`src/rtl/ps2_pkg.sv`:
```
// Shared types and constants for the PS/2 scancode-to-key-event decoder.
// Covers the prefix FSM encoding, special scancodes and the queued event record.
package ps2_pkg;

  typedef enum logic [1:0] {
    ST_IDLE    = 2'd0,
    ST_EXT     = 2'd1,
    ST_BRK     = 2'd2,
    ST_EXT_BRK = 2'd3
  } ps2_state_t;

  localparam logic [7:0] SC_EXT    = 8'hE0;
  localparam logic [7:0] SC_BRK    = 8'hF0;
  localparam logic [7:0] SC_LSHIFT = 8'h12;
  localparam logic [7:0] SC_RSHIFT = 8'h59;
  localparam logic [7:0] SC_CAPS   = 8'h58;
  localparam logic [7:0] SC_ERR0   = 8'h00;
  localparam logic [7:0] SC_ERR1   = 8'hFF;

  typedef struct packed {
    logic [7:0] scancode;
    logic       ext;
    logic       brk;
    logic [7:0] ascii;
  } ps2_evt_t;

  // Keyboard error/overrun bytes abort any prefix sequence in progress.
  function automatic logic is_err_code(input logic [7:0] code);
    return (code == SC_ERR0) || (code == SC_ERR1);
  endfunction

endpackage

```
`src/rtl/ps2_ascii_lut.sv`:
```
// Combinational set-2 scancode to ASCII translation.
// Letters honour the upper-case request; digits and control keys ignore it.
module ps2_ascii_lut
  import ps2_pkg::*;
(
  input  logic [7:0] scancode,
  input  logic       ext,
  input  logic       upper,
  output logic [7:0] ascii
);

  logic [7:0] lower;
  logic       is_letter;

  always_comb begin
    lower = 8'h00;
    if (!ext) begin
      case (scancode)
        8'h1C: lower = 8'h61;  8'h32: lower = 8'h62;  8'h21: lower = 8'h63;
        8'h23: lower = 8'h64;  8'h24: lower = 8'h65;  8'h2B: lower = 8'h66;
        8'h34: lower = 8'h67;  8'h33: lower = 8'h68;  8'h43: lower = 8'h69;
        8'h3B: lower = 8'h6A;  8'h42: lower = 8'h6B;  8'h4B: lower = 8'h6C;
        8'h3A: lower = 8'h6D;  8'h31: lower = 8'h6E;  8'h44: lower = 8'h6F;
        8'h4D: lower = 8'h70;  8'h15: lower = 8'h71;  8'h2D: lower = 8'h72;
        8'h1B: lower = 8'h73;  8'h2C: lower = 8'h74;  8'h3C: lower = 8'h75;
        8'h2A: lower = 8'h76;  8'h1D: lower = 8'h77;  8'h22: lower = 8'h78;
        8'h35: lower = 8'h79;  8'h1A: lower = 8'h7A;
        8'h45: lower = 8'h30;  8'h16: lower = 8'h31;  8'h1E: lower = 8'h32;
        8'h26: lower = 8'h33;  8'h25: lower = 8'h34;  8'h2E: lower = 8'h35;
        8'h36: lower = 8'h36;  8'h3D: lower = 8'h37;  8'h3E: lower = 8'h38;
        8'h46: lower = 8'h39;
        8'h29: lower = 8'h20;  8'h5A: lower = 8'h0D;
        8'h66: lower = 8'h08;  8'h0D: lower = 8'h09;
        default: lower = 8'h00;
      endcase
    end else if (scancode == 8'h5A) begin
      // Keypad Enter is the only extended key with a character.
      lower = 8'h0D;
    end
  end

  assign is_letter = (lower >= 8'h61) && (lower <= 8'h7A);
  assign ascii     = (is_letter && upper) ? (lower - 8'h20) : lower;

endmodule

```
`src/rtl/ps2_key_decoder.sv`:
```
// Turns validated PS/2 scancode bytes into make/break key events with ASCII,
// modifier/lock tracking, a press counter and a small event FIFO.
module ps2_key_decoder
  import ps2_pkg::*;
#(
  parameter int FIFO_DEPTH = 8,
  parameter int CNT_W      = 8
) (
  input  logic             clk,
  input  logic             reset,
  input  logic             byte_valid,
  input  logic [7:0]       byte_data,
  output logic             evt_valid,
  input  logic             evt_ready,
  output logic [7:0]       evt_scancode,
  output logic             evt_ext,
  output logic             evt_break,
  output logic [7:0]       evt_ascii,
  output logic [7:0]       last_scancode,
  output logic [7:0]       last_ascii,
  output logic [CNT_W-1:0] key_count,
  output logic             shift,
  output logic             caps,
  output logic             overflow,
  input  logic             ovf_clr
);

  localparam int              AW      = $clog2(FIFO_DEPTH);
  localparam logic [AW:0]     PTR_ONE = (AW+1)'(1);
  localparam logic [CNT_W-1:0] CNT_ONE = CNT_W'(1);

  ps2_state_t state, state_nxt;
  logic       emit_vld_p0, emit_ext_p0, emit_brk_p0;

  always_ff @(posedge clk or posedge reset) begin
    if (reset) state <= ST_IDLE;
    else       state <= state_nxt;
  end

  always_comb begin
    state_nxt   = state;
    emit_vld_p0 = 1'b0;
    emit_ext_p0 = 1'b0;
    emit_brk_p0 = 1'b0;
    if (byte_valid) begin
      if (is_err_code(byte_data)) begin
        state_nxt = ST_IDLE;
      end else begin
        case (state)
          ST_IDLE: begin
            if (byte_data == SC_EXT)      state_nxt = ST_EXT;
            else if (byte_data == SC_BRK) state_nxt = ST_BRK;
            else                          emit_vld_p0 = 1'b1;
          end
          ST_EXT: begin
            if (byte_data == SC_EXT)      state_nxt = ST_EXT;
            else if (byte_data == SC_BRK) state_nxt = ST_EXT_BRK;
            else begin
              emit_vld_p0 = 1'b1;
              emit_ext_p0 = 1'b1;
              state_nxt   = ST_IDLE;
            end
          end
          ST_BRK: begin
            if (byte_data == SC_BRK)      state_nxt = ST_BRK;
            else if (byte_data == SC_EXT) state_nxt = ST_EXT_BRK;
            else begin
              emit_vld_p0 = 1'b1;
              emit_brk_p0 = 1'b1;
              state_nxt   = ST_IDLE;
            end
          end
          ST_EXT_BRK: begin
            if ((byte_data == SC_EXT) || (byte_data == SC_BRK)) begin
              state_nxt = ST_EXT_BRK;
            end else begin
              emit_vld_p0 = 1'b1;
              emit_ext_p0 = 1'b1;
              emit_brk_p0 = 1'b1;
              state_nxt   = ST_IDLE;
            end
          end
          default: state_nxt = ST_IDLE;
        endcase
      end
    end
  end

  // ---- stage p0: event classification against held key and modifiers ----
  logic [7:0] held_code;
  logic       held_ext, held_valid;
  logic       shift_l, shift_r;
  logic       held_match, is_make, is_brk_evt, is_repeat, upper;
  logic [7:0] ascii_p0;
  ps2_evt_t   evt_p0;

  assign shift      = shift_l | shift_r;
  assign upper      = shift ^ caps;
  assign held_match = (held_code == byte_data) && (held_ext == emit_ext_p0);
  assign is_make    = emit_vld_p0 && !emit_brk_p0;
  assign is_brk_evt = emit_vld_p0 && emit_brk_p0;
  assign is_repeat  = is_make && held_valid && held_match;

  ps2_ascii_lut u_lut (
    .scancode (byte_data),
    .ext      (emit_ext_p0),
    .upper    (upper),
    .ascii    (ascii_p0)
  );

  assign evt_p0 = '{scancode: byte_data, ext: emit_ext_p0, brk: emit_brk_p0, ascii: ascii_p0};

  always_ff @(posedge clk or posedge reset) begin
    if (reset) begin
      held_code     <= '0;
      held_ext      <= 1'b0;
      held_valid    <= 1'b0;
      shift_l       <= 1'b0;
      shift_r       <= 1'b0;
      caps          <= 1'b0;
      key_count     <= '0;
      last_scancode <= '0;
      last_ascii    <= '0;
    end else if (emit_vld_p0) begin
      if (!emit_ext_p0 && (byte_data == SC_LSHIFT)) shift_l <= !emit_brk_p0;
      if (!emit_ext_p0 && (byte_data == SC_RSHIFT)) shift_r <= !emit_brk_p0;
      if (is_make) begin
        last_scancode <= byte_data;
        last_ascii    <= ascii_p0;
      end
      if (is_make && !is_repeat) begin
        key_count  <= key_count + CNT_ONE;
        held_code  <= byte_data;
        held_ext   <= emit_ext_p0;
        held_valid <= 1'b1;
        if (!emit_ext_p0 && (byte_data == SC_CAPS)) caps <= ~caps;
      end else if (is_brk_evt && held_match) begin
        held_valid <= 1'b0;
      end
    end
  end

  // ---- stage p1: event FIFO ----
  ps2_evt_t    mem [FIFO_DEPTH];
  ps2_evt_t    head;
  logic [AW:0] wr_ptr, rd_ptr;
  logic        full, pop, push, drop;

  assign evt_valid = (wr_ptr != rd_ptr);
  assign full      = (wr_ptr[AW] != rd_ptr[AW]) && (wr_ptr[AW-1:0] == rd_ptr[AW-1:0]);
  assign pop       = evt_valid && evt_ready;
  assign push      = emit_vld_p0 && (!full || pop);
  assign drop      = emit_vld_p0 && full && !pop;

  always_ff @(posedge clk) begin
    if (push) mem[wr_ptr[AW-1:0]] <= evt_p0;
  end

  always_ff @(posedge clk or posedge reset) begin
    if (reset) begin
      wr_ptr   <= '0;
      rd_ptr   <= '0;
      overflow <= 1'b0;
    end else begin
      if (push) wr_ptr <= wr_ptr + PTR_ONE;
      if (pop)  rd_ptr <= rd_ptr + PTR_ONE;
      if (drop)         overflow <= 1'b1;
      else if (ovf_clr) overflow <= 1'b0;
    end
  end

  // Head fields are masked while empty so stale storage never leaks out.
  assign head         = mem[rd_ptr[AW-1:0]];
  assign evt_scancode = evt_valid ? head.scancode : 8'h00;
  assign evt_ext      = evt_valid & head.ext;
  assign evt_break    = evt_valid & head.brk;
  assign evt_ascii    = evt_valid ? head.ascii : 8'h00;

endmodule

```
`config.mk`:
```
export PLATFORM = sky130hd
export DESIGN_NAME = ps2_key_decoder
export DESIGN_NICKNAME = d
export VERILOG_FILES = /design/src/rtl/ps2_pkg.sv /design/src/rtl/ps2_ascii_lut.sv /design/src/rtl/ps2_key_decoder.sv
export SDC_FILE = /design/constraint.sdc
export NUM_CORES = 1
export LEC_CHECK = 0
export BUFFER_PORTS_ARGS = -buffer_cell sky130_fd_sc_hd__buf_4
export CORE_ASPECT_RATIO = 1.4
export CORE_MARGIN = 4
export CORE_UTILIZATION = 60
export CTS_CLUSTER_SIZE = 30
export DETAILED_ROUTE_END_ITERATION = 7
export PLACE_DENSITY = 0.75
export SYNTH_ARGS = -nofsm -noshare
export SYNTH_HDL_FRONTEND = slang
export SYNTH_SLANG_ARGS = --single-unit
```
`constraint.sdc`:
```
create_clock -name clk -period 3.85 [get_ports clk]
set_input_delay 0.77 -clock clk [delete_from_list [all_inputs] [get_ports clk]]
set_output_delay 0.77 -clock clk [all_outputs]
set_load 0.01 [all_outputs]
```
==> flow_summary.json, run 1 <==
{
  "vias_per_cell": 6.191,
  "rr_endpoint": "wr_ptr[3]",
  "hold_viol": 0,
  "wire_per_inst_um": 23.31,
  "post_cts_buffers": 0,
  "cts.path.max_buffers": 2,
  "r2r_slack_ps": 1320,
  "relSlewSlack": 0.3232,
  "setup_tns_ps": 0,
  "dieArea_sq_um": 16590,
  "crit_chain": "buf_4 -> inv_1 -> ha_1 -> nand2b_1 -> o21ai_0 -> a221oi_1 -> o32a_1 -> or2_2 -> a21oi_1 -> nor2_1 -> mux2i_1",
  "tritoncts": "built",
  "die_x_um": 110,
  "crit_family": "compound AO/OA/AOI/OAI gates",
  "clock_skew_ps": 9.982,
  "hold_buffers": 0,
  "yosys_register_bits": 192,
  "synth-simple-area-share": 0.09921,
  "syn_nets": 640,
  "insertedDiodeCount": 0,
  "ir_worst_vdd_v": 0.0004374,
  "routed_wl_um": 20910,
  "cp_slowest_cell": "a221oi_1",
  "synth_mux_area_frac": 0.1283,
  "crit_path_end": "mem[2][6]",
  "area_delta_synth_final_pct": 16.54,
  "grt_setup_unrepaired": "no",
  "final_nets": 723,
  "grt_pass1_wl_um": 33090,
  "period_needed_ps": 3336,
  "leakagePower_nw": 3.839,
  "critPathMaxFanout": 12,
  "cts_root_buf": "clkbuf_16",
  "fin_util": 0.7222,
  "fin_ws_ps": 513.8,
  "synth.avg_cell_area_sq_um": 14.19,
  "cp.required_ps": 4010,
  "mostFrequentLayoutCell": "edfxtp_1",
  "fmax_mhz": 299.7,
  "crit_type": "in2reg",
  "core_sq_um": 14100,
  "synth_adder_area_share": 0.01575,
  "rr_worst_depth": 8,
  "gr-total-overflow": 0,
  "power_per_cell_area_nw_per_um2": 672.9,
  "rr_startpoint": "rd_ptr[0]",
  "grt_max_degree": 49,
  "drive_gt1_frac": 0.2795,
  "layout_common_cells": "edfxtp_1 (144), buf_4 (101), nand2_1 (62), dfrtp_1 (47), nor2_1 (41)",
  "status": "finished clean",
  "synth_xor_area_frac": 0.02706,
  "ys_warn_count": 0,
  "startpoint": "byte_data[0]",
  "synth_top_family_by_area": "multiplexers",
  "antenna_found_initial": 0,
  "crit_buf_inv": 2,
  "synth_enable_flop_cells": 144,
  "place_congestion": 0.9938,
  "numCtsBuffers": 17,
  "slowest_delay_ps": 560,
  "htree_levels": 4,
  "synth_compound_area_frac": 0.06986,
  "yosysSeqAreaShare": 0.6322,
  "cts.reportedPaths.clkPinSlew_ps": 80,
  "dp_slack_ps": 156.9,
  "synthFlopType": "edfxtp_1",
  "antenna_left": 0,
  "portBuffers": 58,
  "die_h_um": 150.8,
  "crit_path_end_kind": "register",
  "grt_use_total": 0.2742,
  "via_count": 5553,
  "post-route-period-util": 0.8666,
  "grt_pass1_vias": 5723,
  "drt-pass1-iter-count": 5,
  "synth_cell_type_count": 71,
  "dp_hpwl_um": 14010,
  "cts_resized": 0,
  "synth_cells": 616,
  "dr.first_iter.drc_count": 480,
  "tightest_slew_ps": 1014,
  "drcViolationCount": 0,
  "cp.depth": 11,
  "startpoint_type": "primary input",
  "maxCapViolCount": 0,
  "insertion_delay_ps": 430,
  "finalSetupViolations": 0,
  "rows": 51,
  "drv_slew": 0,
  "synthArstFlopShare": 0.2500,
  "cts_num_sinks": 192,
  "syn_area_sq_um": 8740,
  "arrival_ps": 3500,
  "io_pins": 59,
  "initial_utilization": 0.6197,
  "min_path_type": "reg2reg"
}
how the worst min path moves through the flow:
stage	start	to	depth (start not counted)
after floorplan	held_valid	held_valid	2
after global placement	held_valid	held_valid	2
after detailed placement	held_valid	held_valid	2
after CTS	held_valid	held_valid	2
after global routing	held_valid	held_valid	2
final	held_valid	held_valid	2
Yosys cell counts (all sizes together), types with 2 or more instances:
library cell  instances  area (sq um)
a211oi                7         52.55
a21oi                12         63.81
a221oi                2         17.52
a2bb2oi               2         23.77
a311o                 2         20.02
a311oi                3         26.28
a31o                  2         17.52
a31oi                 6         37.54
a41oi                 2         17.52
and2                  4         25.02
and3                  2         12.51
buf                  25         132.6
clkbuf               12         45.04
dfrtp                48          1201
edfxtp              144          4324
ha                   11         137.6
inv                  16         60.05
mux2                  8         90.09
mux2i                22         220.2
mux4                 36         810.8
nand2                62         232.7
nand2b                5         31.28
nand3                13         70.07
nand4                 9         56.30
nor2                 42         157.7
nor2b                10         62.56
nor3                  8         45.04
nor3b                 6         45.04
nor4                  2         18.77
o21ai                33         168.9
o31ai                 4         30.03
or2                   5         31.28
or4b                  2         23.77
xnor2                21         183.9
xor2                  6         52.55
cells by family after synthesis:
logic type,count (synthesis)
compound gates,90
simple gates,176
mux,66
fa+ha+maj,11
xor+xnor,27
flops,192
buf+inv,54
registers in the layout (all words and copies together), names as in the netlist, 2 cells and up:
name,flops
key_count,8
rd_ptr,4
wr_ptr,4
state,2
mem,144
last_scancode,8
held_code,8
last_ascii,8
layer usage:
layer / track usage / wire, um
met4: 0.09046 / 467
met3: 0.04222 / 1299
met2: 0.4875 / 11630
met1: 0.3404 / 7509
met5: 0 / 0
worst register-to-register path: cells and delay by family (launching register included):
family | cells | cell delay [ps]
simple gates | 5 | 1190
xor+xnor | 2 | 350
flops | 1 | 650
buf+inv | 1 | 220
power breakdown:
group          switching (W)  internal [W]
sequential          0.000231       0.00258
clock               0.000817      0.000931
combinational        0.00116       0.00113
total                0.00221       0.00464
cell type report:
type / count / area [sq um]
Clock buffer: 18 / 429.2
Clock inverter: 14 / 170.2
Fill cell: 927 / 3918
Inverter: 17 / 63.81
Multi-Input combinational cell: 370 / 3005
Sequential cell: 192 / 5527
Tap cell: 185 / 231.5
Timing Repair Buffer: 101 / 758.2
through the flow:
stage                     hold slack [ps]  cells  power [W]  area (sq um)
final                               478.3    897   0.006853         10180
after detailed placement            460.6    865   0.005157          9585
after CTS                           478.5    897   0.006918         10180
after global placement              453.6    865   0.005073          9585
after floorplan                     437.8    616   0.004224          8750
after global routing                514.0    897   0.007204         10180
(Power assumes the default switching activity.)
==> run 2: changes to the inputs <==
CORE_UTILIZATION = 58   (was 60)
PLACE_DENSITY = 0.87   (was 0.75)
==> run 2 against run 1 <==
Net effect:
- register-to-register slack lost 80 ps
- die area grew 3.2%
- clock power shrank 4%
- first-iteration DRC count shrank 2.9%
- non-clock buffer count shrank 1
- clock skew grew 8.0 ps
- sequential share of layout area grew 0.087 points
- worst hold slack lost 5.4 ps
- cell count grew 0.33%
- power shrank 0.93%
- fmax shrank 0.53%
- critical path type unchanged
- critical endpoint is now mem[1][5]
==> flow_summary.json, run 2 (synthesis gave the netlist of run 1 again) <==
{
  "status": "finished clean",
  "cp.required_ps": 4020,
  "startpoint_type": "primary input",
  "final_nets": 722,
  "rr_startpoint": "rd_ptr[0]",
  "mostFrequentLayoutCell": "edfxtp_1",
  "antenna_found_initial": 0,
  "period_needed_ps": 3354,
  "wire_per_inst_um": 23.25,
  "fmax_mhz": 298.1,
  "power_per_cell_area_nw_per_um2": 667.7,
  "post_cts_buffers": 0,
  "critPathMaxFanout": 16,
  "finalSetupViolations": 0,
  "rr_endpoint": "mem[3][13]",
  "clockPowerShare": 0.247,
  "gr-total-overflow": 0,
  "setup_tns_ps": 0,
  "drcViolationCount": 0,
  "largest_reg_flops": 144,
  "whs_ps": 472.9,
  "leakagePower_nw": 3.837,
  "dieArea_sq_um": 17120,
  "crit_path_end_kind": "register",
  "grt_max_degree": 49,
  "cts_resized": 0,
  "cts.reportedPaths.clkPinSlew_ps": 70,
  "dr.first_iter.drc_count": 466,
  "area_delta_synth_final_pct": 16.35,
  "dp_hpwl_um": 14040,
  "insertedDiodeCount": 0,
  "die_h_um": 153.2,
  "hold_viol": 0,
  "switching_share": 0.3253,
  "place_congestion": 0.9466,
  "min_path_type": "reg2reg",
  "clock_skew_ps": 18.02,
  "die_x_um": 111.7,
  "io_pins": 59,
  "maxCapViolCount": 0,
  "drive_gt1_frac": 0.2785,
  "crit_path_end": "mem[1][5]",
  "seqPwrFrac": 0.416,
  "intPower_w": 0.004581,
  "grt_pass1_wl_um": 33290,
  "portBuffers": 58,
  "grt_pass1_vias": 5834,
  "insertion_delay_ps": 430,
  "relSlewSlack": 0.3277,
  "cts_num_sinks": 192,
  "p_sw_w": 0.002209,
  "fin_util": 0.6946,
  "cts_root_buf": "clkbuf_16",
  "crit_type": "in2reg",
  "tritoncts": "built",
  "via_count": 5657,
  "drt-pass1-iter-count": 5,
  "vias_per_cell": 6.286,
  "tightest_slew_ps": 1007,
  "pwr-share-comb": 0.337,
  "cts.path.max_buffers": 2,
  "core_sq_um": 14640,
  "arrival_ps": 3530,
  "grt_use_total": 0.2523,
  "numCtsBuffers": 17,
  "power.total_w": 0.006790,
  "htree_levels": 4,
  "post-route-period-util": 0.8712,
  "antenna_left": 0,
  "drv_slew": 0,
  "routed_wl_um": 20920,
  "rows": 52,
  "startpoint": "byte_data[0]",
  "ir_worst_vdd_v": 0.0004339,
  "hold_buffers": 0,
  "initial_utilization": 0.5970,
  "layout_common_cells": "edfxtp_1 (144), buf_4 (99), nand2_1 (62), dfrtp_1 (47), nor2_1 (42)",
  "grt_setup_unrepaired": "no",
  "rr_worst_depth": 7,
  "r2r_slack_ps": 1240
}
[run 2: stage by stage]
stage,cells,instance area [sq um],worst slack [ps]
after floorplan,616,8750,81.57
after detailed placement,868,9593,158.3
after global routing,900,10170,295.5
final,900,10170,495.9
after CTS,900,10170,547.3
after global placement,868,9593,263.5
[run 2: how the worst min path moves through the flow]
stage,from,to,slack [ps],cells past startpoint
detailed placement,held_valid,held_valid,460,2
floorplan,held_valid,held_valid,440,2
finish,held_valid,held_valid,470,2
global placement,held_valid,held_valid,460,2
global route,held_valid,held_valid,490,2
CTS,held_valid,held_valid,480,2
[run 2: layout make-up]
| cell class | instances | area (sq um) |
|---|---|---|
| timing repair buffer | 100 | 763.2 |
| multi-input combinational | 370 | 3003 |
| clock buffer | 18 | 430.4 |
| inverter | 17 | 63.81 |
| sequential | 192 | 5527 |
| clock inverter | 14 | 145.1 |
| tap | 189 | 236.5 |
| fill | 976 | 4471 |
[run 2: worst max-delay path: stages]
cell and delay [ps]:
buf_4 80, buf_4 200, ha_1 390, a211oi_1 130, o221a_2 270, or4b_1 500, a31o_2 300, a21oi_1 220
nor2_1 140, buf_4 160, nor2_1 360
[run 2: power groups by stage]
| stage | registers, W | logic [W] | clock network [W] |
|---|---|---|---|
| after floorplan | 0.00276 | 0.00146 | 0 |
| after global placement | 0.00282 | 0.00224 | 0 |
| after detailed placement | 0.00286 | 0.00230 | 0 |
| after CTS | 0.00282 | 0.00233 | 0.00170 |
| after global routing | 0.00286 | 0.00248 | 0.00180 |
| final | 0.00282 | 0.00229 | 0.00168 |
[run 2: per-layer routing]
metal  share of wire  wire length, um  track usage  vias to the layer above
met1            0.37             7840       0.3192                     2832
met2            0.54            11250       0.4451                      269
met3           0.054             1140      0.03085                       53
met5               0                0            0                        -
li1                -                -            -                     2503
met4           0.033              690      0.09507                        0
==> run 3: changes to the inputs <==
CORE_MARGIN = not set   (was 4)
GPL_ROUTABILITY_DRIVEN = 1   (was not set)
RECOVER_POWER = 25   (was not set)
==> run 3 against run 2 <==
Net effect:
- the flow now finishes with violations (max-capacitance violations, max-slew violations)
- design area is 0.41% higher
- combinational power is 2% higher
- via count rose by 1.2%
- core utilization rose by 0.59 points
- setup slack worse by 120 ps
- register-to-register slack gained 190 ps
- largest cell class unchanged
- clock skew down 9.5 ps
- fmax decreased by 3.4%
- power grew 0.84%
- sequential share of layout area fell by 0.22 points
==> flow_summary.json, run 3 (synthesis gave the netlist of run 1 again) <==
{
  "status": "finished, violations left",
  "violations": "max-capacitance violations, max-slew violations",
  "leakagePower_nw": 3.846,
  "die_h_um": 147.2,
  "antenna_found_initial": 0,
  "place_congestion": 1.021,
  "layout_common_cells": "edfxtp_1 (144), buf_4 (102), nand2_1 (62), dfrtp_1 (47), nor2_1 (42)",
  "setup_tns_ps": 0,
  "drive_gt1_frac": 0.2765,
  "die_x_um": 105.7,
  "insertedDiodeCount": 0,
  "ir_worst_vdd_v": 0.0004275,
  "stdcell_count": 905,
  "final_cell_area_sq_um": 10210,
  "tightest_slew_ps": 1787,
  "hold_depth": 1,
  "clock_skew_ps": 8.485,
  "gr-total-overflow": 0,
  "mostFrequentLayoutCell": "edfxtp_1",
  "finalSetupViolations": 0,
  "grt_max_degree": 49,
  "final_nets": 728,
  "rr_worst_depth": 8,
  "post-route-period-util": 0.9018,
  "numCtsBuffers": 17,
  "min_path_type": "reg2reg",
  "dp_cells": 874,
  "drt-pass1-iter-count": 5,
  "critPathMaxFanout": 19,
  "grt_setup_unrepaired": "no",
  "tritoncts": "built",
  "largest_reg_flops": 144,
  "post_cts_buffers": 0,
  "grt_pass1_wl_um": 33000,
  "cp.required_ps": 4000,
  "arrival_ps": 3620,
  "cts.reportedPaths.clkPinSlew_ps": 70,
  "dp_hpwl_um": 13800,
  "rows": 52,
  "dieArea_sq_um": 15570,
  "crit_family": "compound AO/OA/AOI/OAI gates",
  "cp.depth": 9,
  "grt_pass1_vias": 5973,
  "wire_per_inst_um": 23.04,
  "cts_num_sinks": 192,
  "io_pins": 59,
  "hold_viol": 0,
  "drv_slew": 49,
  "fmax_mhz": 288.0,
  "antenna_left": 0,
  "fin_util": 0.7005,
  "insertion_delay_ps": 430,
  "cp_slowest_cell": "clkbuf_1",
  "crit_type": "in2reg",
  "startpoint_type": "primary input",
  "via_count": 5723,
  "cts_root_buf": "clkbuf_16",
  "crit_buf_inv": 1,
  "vias_per_cell": 6.324,
  "power_per_cell_area_nw_per_um2": 670.6,
  "placed_area_sq_um": 9638,
  "slowest_delay_ps": 730,
  "area_delta_synth_final_pct": 16.82,
  "period_needed_ps": 3472,
  "cts.path.max_buffers": 2,
  "drcViolationCount": 0,
  "maxCapViolCount": 1,
  "hold_buffers": 0,
  "portBuffers": 58,
  "path_common_cell": "a21oi_1",
  "routed_wl_um": 20850,
  "htree_levels": 4,
  "crit_path_end_kind": "register",
  "dr.first_iter.drc_count": 511,
  "grt_use_total": 0.2867,
  "relSlewSlack": -0.1925,
  "crit_chain": "clkbuf_1 -> nor4_2 -> a2bb2oi_2 -> nand3_2 -> a21oi_1 -> a31o_2 -> a21oi_1 -> nor2_1 -> mux2i_1",
  "core_sq_um": 14570,
  "initial_utilization": 0.5997,
  "cts_resized": 0
}
==> run 3: cell types whose count changed in the layout (fill, tap and decap cells not counted), sizes merged <==
| cell | change |
|---|---|
| buf | +3 |
| clkinvlp | +3 |
| inv | -3 |
| clkinv | -4 |
| bufinv | +2 |
| clkbuf | +4 |
==> run 3: cell type report <==
type / count / area (sq um)
Tap cell: 189 / 236.5
Clock inverter: 12 / 146.4
Clock buffer: 19 / 432.9
Timing Repair Buffer: 106 / 800.8
Multi-Input combinational cell: 370 / 3003
Fill cell: 981 / 4364
Sequential cell: 192 / 5527
Inverter: 17 / 63.81
==> run 3: per-layer routing <==
layer	vias up	GRT usage	routed length [um]
met3	75	0.03549	1091
met2	274	0.5016	11220
li1	2508	-	-
met1	2866	0.3434	7566
met5	-	0	0
met4	0	0.1590	964
==> run 3: metrics by stage <==
step                      hold slack [ps]  power, W  setup slack (ps)
after floorplan                     437.8  0.004224             81.57
after global placement              463.1  0.005062             226.8
after detailed placement            463.6  0.005144             35.08
after CTS                           483.6  0.006894             397.8
after global routing                499.7  0.007135             101.7
final                               478.1  0.006847             378.1
==> run 3: worst paths after layout <==
check | startpoint | end | slack (ps)
max | byte_data[7] | mem[4][6] | 380
min reg2reg | key_count[7] | key_count[7] | 480
max in group asynchronous | reset | rd_ptr[0] | 1760
min in group asynchronous | reset | last_ascii[4] | 920
min | key_count[7] | key_count[7] | 480
max reg2reg | wr_ptr[1] | wr_ptr[3] | 1430
==> run 3: worst reg2reg max path, cell delays in order, from the launching register on <==
cell     delay (ps)
dfrtp_1         570
xnor2_1         180
nand3_1         110
nor3_1          560
nor2_1          190
nand2_1         240
nor2_1           90
buf_4           210
xor2_1          150
==> run 3: report_power, final <==
part | switching [W] | leakage [nW] | internal, W
combinational | 0.00120 | 1.65 | 0.00113
clock | 0.000772 | 0.274 | 0.000971
sequential | 0.000185 | 1.92 | 0.00259
